**src/rtl/gcd_req_pkg.sv**
```systemverilog
// Shared types and constants for the GCD requester and its result FIFO.
package gcd_req_pkg;

  localparam int unsigned OP_W    = 32;
  localparam int unsigned ENTRY_W = 1 + 3 * OP_W;

  localparam logic [1:0] IDLE  = 2'd0;
  localparam logic [1:0] ISSUE = 2'd1;
  localparam logic [1:0] WAIT  = 2'd2;
  localparam logic [1:0] ERROR = 2'd3;

  typedef enum logic [1:0] {
    ST_IDLE  = IDLE,
    ST_ISSUE = ISSUE,
    ST_WAIT  = WAIT,
    ST_ERROR = ERROR
  } state_e;

  typedef struct packed {
    logic            err;
    logic [OP_W-1:0] opa;
    logic [OP_W-1:0] opb;
    logic [OP_W-1:0] result;
  } gcd_entry_t;

endpackage

```
**src/rtl/gcd_req_fifo.sv**
```systemverilog
// In-order result FIFO with a registered head entry and registered count/full/empty.
// Push and pop may coincide at any occupancy, including full.
module gcd_req_fifo
  import gcd_req_pkg::*;
#(
  parameter int unsigned DEPTH = 4
) (
  input  logic                       clk,
  input  logic                       rst,
  input  logic                       push,
  input  gcd_entry_t                 wdata,
  input  logic                       pop,
  output gcd_entry_t                 head,
  output logic [$clog2(DEPTH):0]     count,
  output logic                       full,
  output logic                       empty
);

  localparam int unsigned PTR_W = $clog2(DEPTH);
  localparam int unsigned CNT_W = PTR_W + 1;

  logic [ENTRY_W-1:0] mem_q [DEPTH];
  logic [PTR_W-1:0]   wr_ptr_q, wr_ptr_d;
  logic [PTR_W-1:0]   rd_ptr_q, rd_ptr_d;
  logic [CNT_W-1:0]   count_q, count_d;
  gcd_entry_t         head_q, head_d;
  logic               full_q, full_d;
  logic               empty_q, empty_d;
  logic               do_push, do_pop;

  // Pointer/count update and next head selection.
  always_comb begin
    do_pop   = pop && !empty_q;
    do_push  = push && (!full_q || do_pop);
    wr_ptr_d = wr_ptr_q + PTR_W'(do_push);
    rd_ptr_d = rd_ptr_q + PTR_W'(do_pop);
    count_d  = count_q + CNT_W'(do_push) - CNT_W'(do_pop);
    full_d   = (count_d == CNT_W'(DEPTH));
    empty_d  = (count_d == '0);
    head_d   = head_q;
    // The incoming entry lands at the head when everything ahead of it is gone.
    if (do_push && (wr_ptr_q == rd_ptr_d)) begin
      head_d = wdata;
    end else if (do_pop && !empty_d) begin
      head_d = gcd_entry_t'(mem_q[rd_ptr_d]);
    end
  end

  always_ff @(posedge clk) begin
    if (do_push) begin
      mem_q[wr_ptr_q] <= ENTRY_W'(wdata);
    end
  end

  always_ff @(posedge clk or negedge rst) begin
    if (!rst) begin
      wr_ptr_q <= '0;
      rd_ptr_q <= '0;
      count_q  <= '0;
      head_q   <= '0;
      full_q   <= 1'b0;
      empty_q  <= 1'b1;
    end else begin
      wr_ptr_q <= wr_ptr_d;
      rd_ptr_q <= rd_ptr_d;
      count_q  <= count_d;
      head_q   <= head_d;
      full_q   <= full_d;
      empty_q  <= empty_d;
    end
  end

  assign head  = head_q;
  assign count = count_q;
  assign full  = full_q;
  assign empty = empty_q;

endmodule

```
**src/rtl/gcd_requester.sv**
```systemverilog
// Initiator for a single GCD engine: issues one job at a time and queues results in order.
// Optional WAIT watchdog is enabled by defining GCD_REQ_TIMEOUT_EN.
module gcd_requester
  import gcd_req_pkg::*;
#(
  parameter int unsigned DEPTH          = 4,
  parameter int unsigned TIMEOUT_CYCLES = 4096
) (
  input  logic            clk,
  input  logic            rst,
  input  logic            in_valid,
  output logic            in_ready,
  input  logic [OP_W-1:0] in_opa,
  input  logic [OP_W-1:0] in_opb,
  output logic            eng_start,
  output logic [OP_W-1:0] eng_opa,
  output logic [OP_W-1:0] eng_opb,
  input  logic            eng_done,
  input  logic [OP_W-1:0] eng_result,
  output logic            out_valid,
  input  logic            out_ready,
  output logic [OP_W-1:0] out_opa,
  output logic [OP_W-1:0] out_opb,
  output logic [OP_W-1:0] out_result,
  output logic            out_err,
  output logic            busy,
  output logic            err_sticky
);

  localparam int unsigned CNT_W = $clog2(DEPTH) + 1;

  state_e          state_q, state_d;
  logic            eng_start_q, eng_start_d;
  logic [OP_W-1:0] eng_opa_q, eng_opa_d;
  logic [OP_W-1:0] eng_opb_q, eng_opb_d;
  logic            busy_q, busy_d;
  logic            err_sticky_q, err_sticky_d;
  logic            pend_q, pend_d;

  logic            push_c, push_err_c, pop_c, tmo_hit_c, fifo_room_c;
  gcd_entry_t      fifo_wdata, fifo_head;
  logic [CNT_W-1:0] fifo_count;
  logic            fifo_full, fifo_empty;

`ifdef GCD_REQ_TIMEOUT_EN
  localparam int unsigned TMO_W = $clog2(TIMEOUT_CYCLES) + 1;
  logic [TMO_W-1:0] tmo_cnt_q, tmo_cnt_d;

  // Counts consecutive WAIT cycles; cleared everywhere else.
  always_comb begin
    tmo_cnt_d = '0;
    if (state_q == ST_WAIT) begin
      tmo_cnt_d = tmo_cnt_q + TMO_W'(1);
    end
  end

  always_ff @(posedge clk or negedge rst) begin
    if (!rst) begin
      tmo_cnt_q <= '0;
    end else begin
      tmo_cnt_q <= tmo_cnt_d;
    end
  end

  assign tmo_hit_c = (state_q == ST_WAIT) && (tmo_cnt_q == TMO_W'(TIMEOUT_CYCLES - 1));
`else
  assign tmo_hit_c = 1'b0;
`endif

  assign fifo_room_c = (fifo_count < CNT_W'(DEPTH));
  assign in_ready    = (state_q == ST_IDLE) && fifo_room_c;
  assign pop_c       = !fifo_empty && out_ready;

  // Job sequencing; engine done outside WAIT is deliberately ignored.
  always_comb begin
    state_d      = state_q;
    eng_start_d  = 1'b0;
    eng_opa_d    = eng_opa_q;
    eng_opb_d    = eng_opb_q;
    err_sticky_d = err_sticky_q;
    pend_d       = pend_q;
    push_c       = 1'b0;
    push_err_c   = 1'b0;
    unique case (state_q)
      ST_IDLE: begin
        if (in_valid && in_ready) begin
          eng_opa_d   = in_opa;
          eng_opb_d   = in_opb;
          eng_start_d = 1'b1;
          state_d     = ST_ISSUE;
        end
      end
      ST_ISSUE: begin
        state_d = ST_WAIT;
      end
      ST_WAIT: begin
        // A done on the expiry cycle still counts as success.
        if (eng_done) begin
          push_c  = 1'b1;
          state_d = ST_IDLE;
        end else if (tmo_hit_c) begin
          err_sticky_d = 1'b1;
          state_d      = ST_ERROR;
          if (!fifo_full) begin
            push_c     = 1'b1;
            push_err_c = 1'b1;
          end else begin
            pend_d = 1'b1;
          end
        end
      end
      ST_ERROR: begin
        if (pend_q && !fifo_full) begin
          push_c     = 1'b1;
          push_err_c = 1'b1;
          pend_d     = 1'b0;
        end
      end
    endcase
    busy_d = (state_d == ST_ISSUE) || (state_d == ST_WAIT);

    fifo_wdata.err    = push_err_c;
    fifo_wdata.opa    = eng_opa_q;
    fifo_wdata.opb    = eng_opb_q;
    fifo_wdata.result = push_err_c ? '0 : eng_result;
  end

  always_ff @(posedge clk or negedge rst) begin
    if (!rst) begin
      state_q      <= ST_IDLE;
      eng_start_q  <= 1'b0;
      eng_opa_q    <= '0;
      eng_opb_q    <= '0;
      busy_q       <= 1'b0;
      err_sticky_q <= 1'b0;
      pend_q       <= 1'b0;
    end else begin
      state_q      <= state_d;
      eng_start_q  <= eng_start_d;
      eng_opa_q    <= eng_opa_d;
      eng_opb_q    <= eng_opb_d;
      busy_q       <= busy_d;
      err_sticky_q <= err_sticky_d;
      pend_q       <= pend_d;
    end
  end

  gcd_req_fifo #(
    .DEPTH (DEPTH)
  ) u_fifo (
    .clk   (clk),
    .rst   (rst),
    .push  (push_c),
    .wdata (fifo_wdata),
    .pop   (pop_c),
    .head  (fifo_head),
    .count (fifo_count),
    .full  (fifo_full),
    .empty (fifo_empty)
  );

  assign eng_start  = eng_start_q;
  assign eng_opa    = eng_opa_q;
  assign eng_opb    = eng_opb_q;
  assign busy       = busy_q;
  assign err_sticky = err_sticky_q;
  assign out_valid  = !fifo_empty;
  assign out_opa    = fifo_head.opa;
  assign out_opb    = fifo_head.opb;
  assign out_result = fifo_head.result;
  assign out_err    = fifo_head.err;

endmodule
```
**config.mk**
```make
export PLATFORM = sky130hd
export DESIGN_NAME = gcd_requester
export DESIGN_NICKNAME = d
export VERILOG_FILES = /design/src/rtl/gcd_req_pkg.sv /design/src/rtl/gcd_req_fifo.sv /design/src/rtl/gcd_requester.sv
export SDC_FILE = /design/constraint.sdc
export NUM_CORES = 1
export LEC_CHECK = 0
export CORE_ASPECT_RATIO = 0.9
export CORE_MARGIN = 4
export CORE_UTILIZATION = 59
export DETAILED_ROUTE_END_ITERATION = 8
export PLACE_DENSITY = 0.84
export RECOVER_POWER = 25
export SYNTH_ARGS = -nofsm -noshare
export SYNTH_HDL_FRONTEND = slang
export SYNTH_SLANG_ARGS = --single-unit
```
**constraint.sdc**
```tcl
create_clock -name clk -period 18.99 [get_ports clk]
set_input_delay 3.798 -clock clk [delete_from_list [all_inputs] [get_ports clk]]
set_output_delay 3.798 -clock clk [all_outputs]
set_load 0.05 [all_outputs]
```
* After elaboration in Yosys (flattened, before gate mapping)
Memory sizes are Yosys's and may differ from the RTL's. A register that Yosys moved wholly into a read port is not among the register bits.
Index checks and enable logic that the tools add are counted.
** Word-level totals
- Bits in registers :: 78
- Latch bits :: 0
- RAM bits :: 384
- Bits in read-only memories :: 0
- Input bits :: 101
- Output and inout bits :: 166
- Word-level logic and storage cells :: 51
- Memories kept :: 1
** Memory list
- u_fifo.mem_q :: depth 4, width 96, read ports 1, clocked after memory_dff 1, wr ports 1, line gcd_req_fifo.sv:22 : logic [ENTRY_W-1:0] mem_q [DEPTH];
** Operators by class
- Add/sub/neg operators :: 4
- Multipliers :: 0
- Divide/modulo/power cells :: 0
- Magnitude comparators :: 1
- Eq/ne operators :: 6
- Shift operators :: 0
- Mux-type cells :: 11
- Bitwise operators :: 0
- Reductions and logical operators :: 17
** Operators by type and width (number)
- $mux 97 :: 2
- $logic_and 1x1->1 :: 7
- $mux 1 :: 6
- $pmux 2 s3 :: 1
- $add 2x1->2 :: 2
- $eq 2x1->1 const B :: 2
- $eq 2x2->1 const B :: 2
- $logic_not 1->1 :: 4
- $mux 2 :: 2
- $add 3x1->3 :: 1
- $eq 3x3->1 const B :: 1
- $logic_not 3->1 :: 1
- $lt 3x3->1 const B :: 1
- $sub 3x1->3 :: 1
- $eq 2x2->1 :: 1
- $logic_not 2->1 :: 1
- $logic_or 1x1->1 :: 2
- $reduce_and 2->1 :: 1
- $reduce_bool 2->1 :: 1

* Longest topological paths before layout
- Depth in word-level cells :: 12
- Mapped depth :: 15
- Mapped depth without buffers :: 11

* By module
From an unflattened synthesis, not the netlist that was laid out.
** Second synthesis, totals
- Cell total of the unflattened synthesis :: 1005
- Area total of the unflattened synthesis :: 21809.7 um^2
** By module, submodules not included
- gcd_req_fifo :: times used 1, cells each 853, area each 19237.2 um^2
- gcd_requester :: times used 1, cells each 152, area each 2572.5 um^2

* Worst setup path after synthesis
No wires, ideal clock.
- Kind :: input to register
- From :: input out_ready
- To :: memory u_fifo.mem_q[0][0] (netlist name), enable pin
- Arrival time :: 11.572 ns
- Path slack :: 6.731 ns
- Stages on the path :: 5
- Buffers on the path :: 2
- Cells stage by stage :: nand2b_1 clkbuf_1 clkbuf_1 a21oi_1 nor3b_1
** On the way
- Longest elaborated chain between the ends :: 6
** RTL lines
- from (decl) :: line gcd_requester.sv:21 : input logic out_ready,
- $logic_and 1x1->1 :: line gcd_requester.sv:72 : assign pop_c = !fifo_empty && out_ready;
- $logic_and 1x1->1 :: line gcd_req_fifo.sv:33 : do_pop = pop && !empty_q;
- $logic_or 1x1->1 :: line gcd_req_fifo.sv:34 : do_push = push && (!full_q || do_pop);
- $logic_and 1x1->1 :: line gcd_req_fifo.sv:34
- $mux 1 :: line gcd_req_fifo.sv:50 : if (do_push) begin
- $mux 1 (not written as such) :: line gcd_req_fifo.sv:51 : mem_q[wr_ptr_q] <= ENTRY_W'(wdata);
- to (decl) :: line gcd_req_fifo.sv:22
Every way passes these cells.

* Worst setup path in the final report
- From :: input out_ready
- To :: register u_fifo.head_q (netlist bit u_fifo.head[73])
** On the way
- Elaborated cells between the ends (all ways) :: 13
** RTL lines
- $logic_and 1x1->1 * :: line gcd_requester.sv:72
- $logic_and 1x1->1 * :: line gcd_req_fifo.sv:33
- $add 2x1->2 * :: line gcd_req_fifo.sv:36 : rd_ptr_d = rd_ptr_q + PTR_W'(do_pop);
- net u_fifo.rd_ptr_d[0] :: line gcd_req_fifo.sv:24 : logic [PTR_W-1:0] rd_ptr_q, rd_ptr_d;
- $eq 2x2->1 :: line gcd_req_fifo.sv:42 : if (do_push && (wr_ptr_q == rd_ptr_d)) begin
- $logic_and 1x1->1 :: line gcd_req_fifo.sv:42
- $reduce_bool 2->1 (no line)
- to (signal assigned) :: line gcd_req_fifo.sv:60 : head_q <= '0;
- to (signal assigned) :: line gcd_req_fifo.sv:67 : head_q <= head_d;
- to (decl) :: line gcd_req_fifo.sv:26 : gcd_entry_t head_q, head_d;
The timed path passes the listed nets; every way through them passes the cells marked *.
A chain may end at the register's enable or synchronous reset.

==> impl_summary.txt <==
----------------------------------------------------
[Status]
  Status ... complete, but fails checks
  Violated checks ... max-capacitance violations, max-slew violations

[Timing]
  Clock skew after layout ... 15.75 ps
  Setup total negative slack ... 0 ps
  Setup violation total in the final timing report ... 0
  Maximum clock rate ... 144.7 MHz
  Clock period minus worst slack ... 6909 ps
  Fraction of the cycle the final worst path needs ... 36.38%
  Final-layout worst hold slack ... ~540 ps
  Max transition margin ... -131.5%
  Worst slew pin tran ... 3473 ps
  Final Hold Violating Endpoints ... 0
  Max Slew Vio Count ... 53
  Final Worst Setup Slack ... 12080 ps
  Unrepaired setup endpoints after global routing ... false

[Hold path]
  Worst hold-check path type ... flip-flop to flip-flop
  Endpoint with the worst hold slack ... state_q[1]
  Worst hold path depth ... 1
  Hold path startpoint ... state_q[0]

[Pwr]
  Switching power ... between 1.5 and 2 mW
  Net Sw Frac ... 39.31%
  Fraction of power consumed by sequential logic ... 37.6%
  Clock power share ... 19.6%
  Leak Pwr ... just over 9 nW
  Worst-case vdd ir drop ... 0.1551 mV
  Pwr dens ... 195.0 nW/um^2
  Part of the total power dissipated in combinational logic ... 42.8%
  Internal portion of total power ... 3.070 mW

[CTS]
  Number of buffers inserted to repair setup after CTS ... 0
  CTS root buf ... clkbuf_16
  Clk slew on worst S/H paths ... 60 ps
  Cts bufs inserted ... between 50 and 60
  Sink count of the clock tree ... 557
  Total number of H-tree levels ... 2
  Skew-Pair Late Insertion Delay ... approximately 560 ps
  Clock tree from TritonCTS ... yes
  Deepest clock path buffer count ... 3
  Hold bufs inserted after CTS ... 0
  Resized Gates After CTS ... 0

[Placement]
  Last weighted congestion value of the routability-driven placer ... 0.7381
  Number of buffers inserted by port buffering ... 264
  Post-placement setup slack ... 11510 ps
  Placed wire-length estimate ... 26160 um

[Synthesis]
  Synth area leaders ... edfxtp_1 54%, dfrtp_1 20%, mux4_2 10%
  Sequential share of the synthesized area ... approximately 75%
  Mapped Avg Cell Area ... 17.40 um^2
  Synth Instances ... 1222
  Commonest cells in the netlist ... 384 x edfxtp_1, 172 x dfrtp_1, 101 x nand2_1, 99 x nor2_1
  Cell taking the most area after synthesis ... edfxtp_1
  Yosys cell types ... 31
  Flip-flop and latch count after synthesis ... about 560
  Most numerous cell in the Yosys netlist ... edfxtp_1
  Number of enable-type register cells in the synthesized netlist ... 384
  Ys async rst share ... around 31%
  Number of warnings printed during yosys synthesis ... 0
  Share of Yosys cell area claimed by the top area cell type ... 54.24%
  Cell area after synthesis ... 21260 um^2
  Top FF cell, synth ... edfxtp_1

[Final layout]
  Multi-input combinational cell area ... 5042 um^2
  Register cell area after layout ... 15860 um^2
  Number of fill cells in the layout ... 2077
  Share of layout cells above drive strength 1 ... 17.70%
  Final-stage net count ... around 1600
  Layout overhead on the synthesized area ... 22.04%
  Antenna diode instance count ... 0

[Run]
  Total of max-cap violations ... 1

[Floorplan]
  Io pins ... 267
  Starting density of the core ... between 60% and 70%
  Full die area ... roughly 39000 um^2
  Height of the die ... 188.1 um
  Standard-cell row count ... 65
  Core area ... about 35000 um^2
  Die Span X ... between 200 and 250 um

[Detailed routing]
  Number of DRC violations after detailed routing ... 0
  Detailed-route wire length ... roughly 46000 um
  Initial drt markers ... 988
  Number of antenna-violating nets in the routed design ... 0
  Mean number of vias per cell ... 6.089
  Vias after detailed routing ... 12110
  Detailed-router iteration count before antenna repair ... 5
  Post-DR wirelength/cell ... 23.35 um

[Setup path]
  Max Fanout on Critical Path ... 96
  End of the worst register-to-register path ... u_fifo.head[73]
  Req. time, crit path ... slightly below 20000 ps
  Worst R2R Setup Slack ... 15210 ps
  Category of the worst setup path launch point ... input pin
  Critical setup path kind ... input pin to flip-flop
  Worst reg2reg startpoint ... u_fifo.empty
  Path depth of the worst reg2reg path ... 9
  Crit path capture type ... flip-flop
  Arrival time of data at the critical path endpoint ... 7380 ps

[Global route]
  First-pass GRT wire length ... 73370 um
  Pin count of the biggest net entering global routing ... 99
  Overall Global Routing Usage ... a little under a quarter
  Number of global-route vias before repair ... ~13000
  Global-route congestion overflow total ... 0
  Initial antenna violation count ... 1

----------------------------------------------------
==> placed cells by master (no fill, tap or decap), drive strengths merged <==
master / synthesis / layout
ha: 3 / 3
a2111o: 1 / 1
and2: 1 / 1
a21oi: 2 / 2
nand2: 101 / 101
nor2: 99 / 99
fa: 1 / 1
dfrtp: 172 / 172
nand3b: 1 / 1
mux4: 96 / 96
dfstp: 1 / 1
clkdlybuf4s50: 0 / 259
clkinv: 0 / 13
bufinv: 0 / 2
xor3: 2 / 2
clkbuf: 25 / 81
conb: 1 / 2
edfxtp: 384 / 384
nand2b: 3 / 3
inv: 5 / 5
a31oi: 96 / 96
buf: 58 / 21
o21ai: 96 / 96
xor2: 3 / 3
and3: 1 / 1
nor3b: 1 / 1
nor3: 3 / 3
a21o: 2 / 2
dlygate4sd3: 0 / 4
mux2: 64 / 64
==> area by class of cell <==
type | count | area share, %
Sequential cell | 557 | 61.14
Timing Repair Buffer | 285 | 10.77
Multi-Input combinational cell | 578 | 19.44
Clock inverter | 15 | 0.4726
Tap cell | 469 | 2.262
Clock buffer | 80 | 5.850
Inverter | 5 | 0.07234
==> how the worst max path moves through the flow <==
| stage | from | endpoint | slack [ps] | cells past startpoint |
|---|---|---|---|---|
| after floorplan | out_ready | u_fifo.mem_q[0][0] | 6730 | 5 |
| after global placement | out_ready | u_fifo.head[95] | 11620 | 9 |
| after detailed placement | out_ready | u_fifo.head[63] | 11510 | 9 |
| after CTS | out_ready | u_fifo.head[73] | 12060 | 10 |
| after global routing | rst | eng_opa[29] | 11590 | 2 |
| final | out_ready | u_fifo.head[73] | 12080 | 10 |
==> metrics by stage <==
step / cells / power [mW] / cell area, um^2 / util [%]
CTS: 1989 / 5.099 / 25950 / 73.52
detailed placement: 1894 / 4.087 / 24310 / 68.88
global placement: 1894 / 4.022 / 24310 / 68.88
finish: 1989 / 5.058 / 25940 / 73.50
floorplan: 1223 / 3.391 / 21260 / -
global route: 1989 / 5.296 / 25940 / 73.50
==> metal layers <==
metal  vias up  global-route usage, %  routed length (um)
li1       5225                      -                   -
met1      6246                  33.24               18470
met2       568                  39.08               22990
met3        70                  5.972                4135
met4         2                  5.557                 844
met5         -                      0                  14
==> flip-flops by register name, summed over array words and instances, names as in the netlist <==
| register | count |
|---|---|
| busy | 1 |
| eng_opa | 32 |
| eng_opb | 32 |
| eng_start | 1 |
| state_q | 2 |
| u_fifo.count | 3 |
| u_fifo.empty | 1 |
| u_fifo.full | 1 |
| u_fifo.head | 96 |
| u_fifo.mem_q | 384 |
| u_fifo.rd_ptr_q | 2 |
| u_fifo.wr_ptr_q | 2 |
==> power groups by stage <==
stage,Combinational (mW),Clock [mW],Sequential (mW)
floorplan,0.921,0,2.47
global placement,2.12,0,1.90
detailed placement,2.17,0,1.92
CTS,2.19,1.01,1.90
global route,2.29,1.06,1.94
finish,2.17,0.993,1.90
==> kinds of logic after synthesis <==
logic type      share of synthesized area, %
mux                                    13.56
other cells                          0.01764
xor+xnor                              0.3885
compound gates                         5.274
buf+inv                                2.001
flops                                  74.61
fa+ha+maj                             0.2708
simple gates                           3.873
==> worst max-delay path, stage by stage <==
cell and delay [ps]:
clkdlybuf4s50_1 440, nand2b_4 120, inv_1 80, ha_4 640, buf_4 780, xor2_1 200
a2111o_2 120, buf_4 730, nor2_1 120, a31oi_1 210
(Power assumes the default switching activity.)
